`src/rtl/piso_pkg.sv`:
```
// Shared definitions for the serial transmit scheduler: FSM encoding and default word size.
package piso_pkg;

    localparam int unsigned DEFAULT_DATA_WIDTH = 4;

    typedef enum logic [1:0] {
        ST_IDLE  = 2'd0,
        ST_SHIFT = 2'd1,
        ST_GAP   = 2'd2
    } state_t;

endpackage : piso_pkg

```
`src/rtl/rr_arbiter.sv`:
```
// Combinational round-robin arbiter: grants the first requester after last_grant (wrapping).
module rr_arbiter #(
    parameter int unsigned NUM_REQ = 2,
    parameter int unsigned IW      = 1
) (
    input  logic [NUM_REQ-1:0] req,
    input  logic [IW-1:0]      last_grant,
    input  logic               en,
    output logic [NUM_REQ-1:0] gnt,
    output logic [IW-1:0]      idx
);

    logic        w_found;
    int unsigned w_cand;

    // Scan requesters starting one past the previous winner; first valid one wins.
    always_comb begin
        gnt     = '0;
        idx     = '0;
        w_found = 1'b0;
        w_cand  = 0;
        for (int unsigned i = 0; i < NUM_REQ; i++) begin
            w_cand = (32'(last_grant) + 32'd1 + i) % NUM_REQ;
            if (en && !w_found && req[IW'(w_cand)]) begin
                w_found          = 1'b1;
                gnt[IW'(w_cand)] = 1'b1;
                idx              = IW'(w_cand);
            end
        end
    end

endmodule : rr_arbiter

```
`src/rtl/piso_tx_sched.sv`:
```
// Shares one parallel-in serial-out shifter between several word producers, MSB first with framing.
module piso_tx_sched
    import piso_pkg::*;
#(
    parameter int unsigned DATA_WIDTH = DEFAULT_DATA_WIDTH,
    parameter int unsigned NUM_REQ    = 2,
    parameter int unsigned GAP_CYCLES = 1
) (
    input  logic                                             clk,
    input  logic                                             rst,
    input  logic [NUM_REQ-1:0]                               req_valid,
    input  logic [NUM_REQ*DATA_WIDTH-1:0]                    req_data,
    output logic [NUM_REQ-1:0]                               req_ready,
    output logic                                             s_out,
    output logic                                             s_valid,
    output logic                                             s_first,
    output logic                                             s_last,
    output logic [((NUM_REQ > 1) ? $clog2(NUM_REQ) : 1)-1:0] grant_id,
    output logic                                             busy
);

    localparam int unsigned IW = (NUM_REQ > 1) ? $clog2(NUM_REQ) : 1;
    localparam int unsigned CW = (DATA_WIDTH > 1) ? $clog2(DATA_WIDTH) : 1;
    localparam int unsigned GW = (GAP_CYCLES > 1) ? $clog2(GAP_CYCLES) : 1;

    state_t                r_state;
    logic [DATA_WIDTH-1:0] r_shreg;
    logic [CW-1:0]         r_bitcnt;
    logic [GW-1:0]         r_gapcnt;
    logic [IW-1:0]         r_last_grant;
    logic [IW-1:0]         r_grant_id;

    logic [NUM_REQ-1:0]    w_gnt;
    logic [IW-1:0]         w_idx;
    logic                  w_arb_en;

    // Arbitration only while idle and out of reset, so no accept can leak during reset.
    assign w_arb_en = (r_state == ST_IDLE) && !rst;

    rr_arbiter #(
        .NUM_REQ (NUM_REQ),
        .IW      (IW)
    ) u_arb (
        .req        (req_valid),
        .last_grant (r_last_grant),
        .en         (w_arb_en),
        .gnt        (w_gnt),
        .idx        (w_idx)
    );

    // Sequencer: load the granted word, shift it out, then hold the line idle for the gap.
    always_ff @(posedge clk or posedge rst) begin
        if (rst) begin
            r_state      <= ST_IDLE;
            r_shreg      <= '0;
            r_bitcnt     <= '0;
            r_gapcnt     <= '0;
            r_last_grant <= IW'(NUM_REQ - 1);
            r_grant_id   <= '0;
        end else begin
            case (r_state)
                ST_IDLE: begin
                    if (|w_gnt) begin
                        r_shreg      <= req_data[w_idx*DATA_WIDTH +: DATA_WIDTH];
                        r_bitcnt     <= CW'(DATA_WIDTH - 1);
                        r_last_grant <= w_idx;
                        r_grant_id   <= w_idx;
                        r_state      <= ST_SHIFT;
                    end
                end
                ST_SHIFT: begin
                    r_shreg  <= r_shreg << 1;
                    r_bitcnt <= r_bitcnt - CW'(1);
                    if (r_bitcnt == '0) begin
                        if (GAP_CYCLES > 0) begin
                            r_gapcnt <= GW'((GAP_CYCLES > 0) ? (GAP_CYCLES - 1) : 0);
                            r_state  <= ST_GAP;
                        end else begin
                            r_state  <= ST_IDLE;
                        end
                    end
                end
                ST_GAP: begin
                    r_gapcnt <= r_gapcnt - GW'(1);
                    if (r_gapcnt == '0) begin
                        r_state <= ST_IDLE;
                    end
                end
                default: begin
                    r_state <= ST_IDLE;
                end
            endcase
        end
    end

    // Line outputs decode straight from registered state; data bit forced low off-frame.
    assign s_valid   = (r_state == ST_SHIFT);
    assign s_out     = s_valid && r_shreg[DATA_WIDTH-1];
    assign s_first   = s_valid && (r_bitcnt == CW'(DATA_WIDTH - 1));
    assign s_last    = s_valid && (r_bitcnt == '0);
    assign busy      = (r_state != ST_IDLE);
    assign grant_id  = r_grant_id;
    assign req_ready = w_gnt;

endmodule : piso_tx_sched

```
`config.mk`:
```
export PLATFORM = sky130hd
export DESIGN_NAME = piso_tx_sched
export DESIGN_NICKNAME = d
export VERILOG_FILES = /design/src/rtl/piso_pkg.sv /design/src/rtl/rr_arbiter.sv /design/src/rtl/piso_tx_sched.sv
export SDC_FILE = /design/constraint.sdc
export NUM_CORES = 1
export LEC_CHECK = 0
export ABC_AREA = 0
export CAP_MARGIN = 20
export CORE_MARGIN = 1.5
export CORE_UTILIZATION = 46
export CTS_CLUSTER_SIZE = 8
export DETAILED_ROUTE_END_ITERATION = 8
export HOLD_SLACK_MARGIN = 0.02
export MAX_ROUTING_LAYER = met4
export PLACE_DENSITY = 0.86
export SLEW_MARGIN = 20
export SYNTH_ARGS = -nofsm -noshare
export SYNTH_HDL_FRONTEND = slang
export SYNTH_HIERARCHICAL = 1
export SYNTH_SLANG_ARGS = --single-unit
```
`constraint.sdc`:
```
create_clock -name clk -period 4.6 [get_ports clk]
set_input_delay 0.46 -clock clk [delete_from_list [all_inputs] [get_ports clk]]
set_output_delay 0.46 -clock clk [all_outputs]
set_load 0.02 [all_outputs]
```
==> results of run 1 <==
-- worst paths after layout --
path                                 start      endpoint  slack (ps)  cells past startpoint
min in group clk                r_shreg[1]    r_shreg[2]         510                      1
max in group asynchronous              rst  r_last_grant        3790                      2
worst max register to register  r_state[0]    r_shreg[1]        2410                      7
worst min-delay path                   rst      grant_id         500                      2
worst max-delay path            r_state[0]  req_ready[0]        2030                      5
worst min register to register  r_shreg[1]    r_shreg[2]         510                      1
-- metrics by stage --
stage          instances  cell area [um^2]   util  setup slack [ps]
2_1_floorplan         62               611      -              2290
3_3_place_gp          91               796  0.679              2200
3_5_place_dp          91               796  0.679              2170
4_1_cts               95               822  0.702              2030
5_1_grt               95               822  0.702              1920
6_report              95               822  0.702              2030
-- where the power goes --
group	internal (mW)	switching (mW)	leakage (nW)
logic	0.125	0.131	0.224
clock network	0.0337	0.0335	0.0150
registers	0.138	0.0306	0.137
-- final cells by class --
cell class | instances | share of cell area
Multi-Input combinational cell | 41 | 0.352
Sequential cell | 11 | 0.336
Timing Repair Buffer | 19 | 0.231
Clock buffer | 4 | 0.0320
Inverter | 6 | 0.0274
Tap cell | 14 | 0.0213
-- state kept, by name (all words and copies together) (netlist names) --
signal and flops:
r_shreg 4, r_last_grant 1, r_bitcnt 2, grant_id 1, r_gapcnt 1, r_state 2
-- per-layer routing --
| metal | part of all wire | track usage | up-vias |
|---|---|---|---|
| li1 | - | - | 253 |
| met1 | 0.44 | 0.264 | 240 |
| met2 | 0.51 | 0.328 | 19 |
| met3 | 0.047 | 0.0511 | 2 |
| met4 | 0.0077 | 0.103 | 0 |
| met5 | 0 | - | - |
-- synthesized netlist by cell type --
cell / instances
dfrtp_1: 10
inv_1: 6
a21oi_1: 5
mux2i_1: 5
nand2_1: 5
nor2_1: 4
nor3_1: 4
a221o_1: 3
clkbuf_1: 3
and2_1: 2
ha_1: 2
mux2_4: 2
o21ai_0: 2
a22oi_1: 1
and2b_2: 1
buf_6: 1
dfstp_2: 1
nand3b_1: 1
o31ai_1: 1
or2_1: 1
or2_2: 1
or2_4: 1
-- logic make-up after synthesis --
| group | after synthesis | synth area share |
|---|---|---|
| AOI/OAI and AO/OA | 12 | 0.131 |
| adders and majority gates | 2 | 0.0410 |
| buffers and inverters | 10 | 0.0738 |
| DFF | 11 | 0.453 |
| muxes | 7 | 0.131 |
| and+or+nand+nor | 20 | 0.170 |
==> run metrics, run 1 <==
Port Buffer Count=19; DR WL/cell=13.7 um; clk_lat worst skew=270 ps; Rows=12; Clock Pin Slew Worst Setup and Hold Paths=70 ps; post-CTS setup buffers=0; status=completed; crit-path cells=or2_1 > nor2_1 > nand2_1 > a21oi_1 > clkdlybuf4s50_1; Antenna Diode Count=0; HPWL Detailed=1060 um; pins over their slew limit=0; CTS tree=built; DRT Wirelength=1300 um; commonest non-fill, non-tap cell in the layout=clkdlybuf4s50_1; area added between synthesis and finish=34.6%; fmax=389 MHz; Routability Congestion=0.720; DR iter-0 viols=9; CTS Hold Bufs=0; Crit Path Max Fanout=6; WS Path Type=reg -> out; largest net degree at the start of global routing=12; Crit path required time=4140 ps; share of layout cells above drive strength 1=0.111; top-area cell type share of the netlist area=0.410; Synthesized Nets=76; Detailed Routing Iterations Pass 1=4; Hold Path Class=in -> async; Slew @ Worst Pin=660 ps; crit path launch type=flip-flop; crit path DAT=2110 ps; nets@finish=96; post-CTS sizing=0; PD cells=599 mW/mm^2; flops & latches, synth=11; DIE AREA=0.00155 mm^2; Worst VDD drop=0.000310 V; leading area contributor after synthesis=dfrtp_1; CP peak stage delay=650 ps; setup violators final=0; CTS buffer count=3; GRT Total Usage=0.215; CP delay by family, top=buffers and inverters; Unique masters post-synth=22; # DRC=0; clk sinks=11; CP max-delay cell=clkdlybuf4s50_1; Slew HR=0.560; Multi-input gate area=289 um^2; Fillers=98; initial antenna violation count=0; yosys warns=6; Worst Path Buf+Inv=1; register area=277 um^2; Cells after Synth=62; Tmin final=2570 ps; drt via density=5.41; Avg Inst Size Synth=9.85 um^2; Mapped Area=611 um^2; Worst Clk Skew=0.663 ps; Placeable Area=0.00117 mm^2; synth top area cells=dfrtp_1, mux2i_1, a221o_1, mux2_4, dfstp_2; remaining antenna violation count=0; clk buf depth=2; vias post-DR=514; RSZ-0062 raised after global routing=false; Tot Pwr=0.492 mW; H-tree Lvls=1; Final Hold Fails=0; vias in the first global route=463; Die W=39.4 um; GR Overflow Total=0; register area share after synthesis=0.453; root buffer cell=clkbuf_4; Tcrit/Tclk final=0.558; Setup TNS=0 ps; LEAKAGE=0.375 nW; # IOs=20; Die Y=39.4 um; Critical Path End Type=output pin; MaxCap Viol Count=0; first-pass GRT wire length=2060 um; worst hold slack=496 ps; commonest cells after routing, fill and taps aside=clkdlybuf4s50_1, dfrtp_1, inv_1; Starting Density=0.521
No activity file was read; power rests on OpenSTA's default activity.
==> run 2, diff against run 1 <==
--- a/config.mk
+++ b/config.mk
@@ -8,12 +8,12 @@
 export ABC_AREA = 0
 export CAP_MARGIN = 20
 export CORE_MARGIN = 1.5
-export CORE_UTILIZATION = 46
+export CORE_UTILIZATION = 43
 export CTS_CLUSTER_SIZE = 8
 export DETAILED_ROUTE_END_ITERATION = 8
 export HOLD_SLACK_MARGIN = 0.02
 export MAX_ROUTING_LAYER = met4
-export PLACE_DENSITY = 0.86
+export PLACE_DENSITY = 0.82
 export SLEW_MARGIN = 20
 export SYNTH_ARGS = -nofsm -noshare
 export SYNTH_HDL_FRONTEND = slang
==> constraint.sdc (replaced) <==
create_clock -name clk -period 2.6 [get_ports clk]
set_input_delay 0.26 -clock clk [delete_from_list [all_inputs] [get_ports clk]]
set_output_delay 0.26 -clock clk [all_outputs]
set_load 0.02 [all_outputs]
==> run metrics, run 2 (synthesis gave the netlist of run 1 again) <==
status=completed (unchanged); Worst VDD drop=0.000717 V (was 0.000310 V); Die W=40.7 um (was 39.4 um); LEAKAGE=0.381 nW (was 0.375 nW); pins over their slew limit=0 (unchanged); top flop regs=r_shreg: 4 flops, r_bitcnt: 2 flops, r_state: 2 flops (unchanged); Routability Congestion=0.702 (was 0.720); WS Path Type=reg -> out (unchanged); DRT Wirelength=1200 um (was 1300 um); area added between synthesis and finish=36.1% (was 34.6%); Detailed Routing Iterations Pass 1=4 (unchanged); CTS Hold Bufs=0 (unchanged); post-CTS sizing=0 (unchanged); first-pass GRT wire length=1750 um (was 2060 um); Final Hold Fails=0 (unchanged); clk buf depth=2 (unchanged); initial antenna violation count=0 (unchanged); RSZ-0062 raised after global routing=false (unchanged); MaxCap Viol Count=0 (unchanged); root buffer cell=clkbuf_4 (unchanged); Starting Density=0.463 (was 0.521); Port Buffer Count=19 (unchanged); Crit Path Max Fanout=6 (unchanged); # IOs=20 (unchanged); post-CTS setup buffers=0 (unchanged); drt via density=5.14 (was 5.41); Worst Slack Setup Final=253 ps (was 2030 ps); largest reg by FF count=r_shreg (unchanged); Slew HR=0.716 (was 0.560); Tcrit/Tclk final=0.903; DR iter-0 viols=11 (was 9); PD cells=1040 mW/mm^2 (was 599 mW/mm^2); crit path DAT=2090 ps (was 2110 ps); fmax=426 MHz; CP delay by family, top=buffers and inverters (unchanged); Die Y=40.7 um (was 39.4 um); crit-path cells=or2_1 > nor2_1 > nand2_1 > a21oi_1 > clkdlybuf4s50_1 (unchanged); # DRC=0 (unchanged); CTS tree=built (unchanged); share of layout cells above drive strength 1=0.122 (was 0.111); setup violators final=0 (unchanged); GR Overflow Total=0 (unchanged); DR WL/cell=12.4 um (was 13.7 um); Worst Clk Skew=9.39 ps (was 0.663 ps); vias post-DR=499 (was 514); dpl cells=93 (was 91); CP max-delay cell=clkdlybuf4s50_1 (unchanged); Antenna Diode Count=0 (unchanged); fin cells=97 (was 95); Worst Path Buf+Inv=1 (unchanged); Crit path required time=2340 ps (was 4140 ps); Hold Path Class=in -> async (unchanged); Placeable Area=0.00132 mm^2 (was 0.00117 mm^2); CTS buffer count=3 (unchanged); commonest cells after routing, fill and taps aside=clkdlybuf4s50_1, dfrtp_1, inv_1 (unchanged); CP peak stage delay=640 ps (was 650 ps); dpl ws=538 ps (was 2170 ps); nets@finish=97 (was 96); remaining antenna violation count=0 (unchanged); GRT Total Usage=0.174 (was 0.215); H-tree Lvls=1 (unchanged); clk sinks=11 (unchanged); Tmin final=2350 ps; Slew @ Worst Pin=426 ps (was 660 ps); largest net degree at the start of global routing=12 (unchanged); commonest non-fill, non-tap cell in the layout=clkdlybuf4s50_1 (unchanged); vias in the first global route=424 (was 463); Critical Path End Type=output pin (unchanged); DIE AREA=0.00165 mm^2 (was 0.00155 mm^2); Setup TNS=0 ps (unchanged); max reg flops=4 (unchanged); Rows=13 (was 12); Clock Pin Slew Worst Setup and Hold Paths=70 ps (about the same); clk_lat worst skew=260 ps (was 270 ps); HPWL Detailed=946 um (was 1060 um); crit path launch type=flip-flop (unchanged)
[run 2: path summary, 6_finish.rpt]
kind / from / depth (start not counted) / endpoint / slack, ps
min in group clk: r_shreg[0] / 1 / r_shreg[1] / 510
max reg2reg: r_state[1] / 7 / r_shreg[3] / 560
min reg2reg: r_shreg[0] / 1 / r_shreg[1] / 510
max: r_state[1] / 5 / req_ready[1] / 250
min: rst / 2 / r_shreg[0] / 310
max in group asynchronous: rst / 2 / r_last_grant / 1960
[run 2: final cells by class]
type / instances / area (um^2)
Fill cell: 104 / 487
Multi-Input combinational cell: 41 / 289
Sequential cell: 11 / 277
Timing Repair Buffer: 20 / 198
Clock buffer: 4 / 26.3
Inverter: 6 / 22.5
Tap cell: 15 / 18.8
[run 2: power breakdown]
group	total (mW)	switching, mW	internal, mW
Clock	0.112	0.0528	0.0592
Sequential	0.295	0.0499	0.245
Combinational	0.454	0.231	0.223
[run 2: through the flow]
stage | hold WS (ps) | power (mW) | utilization | cell area, um^2
after floorplan | 112 | 0.622 | - | 611
after global placement | 494 | 0.744 | 0.611 | 805
after detailed placement | 502 | 0.753 | 0.611 | 805
after CTS | 324 | 0.870 | 0.631 | 831
after global routing | 366 | 0.926 | 0.631 | 831
final | 312 | 0.861 | 0.631 | 831
[run 2: routing by layer]
| layer | up-vias | share of wire | track usage |
|---|---|---|---|
| met5 | - | 0 | - |
| met4 | 0 | 0.016 | 0.0500 |
| met3 | 2 | 0.036 | 0.0815 |
| met2 | 8 | 0.51 | 0.262 |
| met1 | 237 | 0.43 | 0.208 |
| li1 | 252 | - | - |
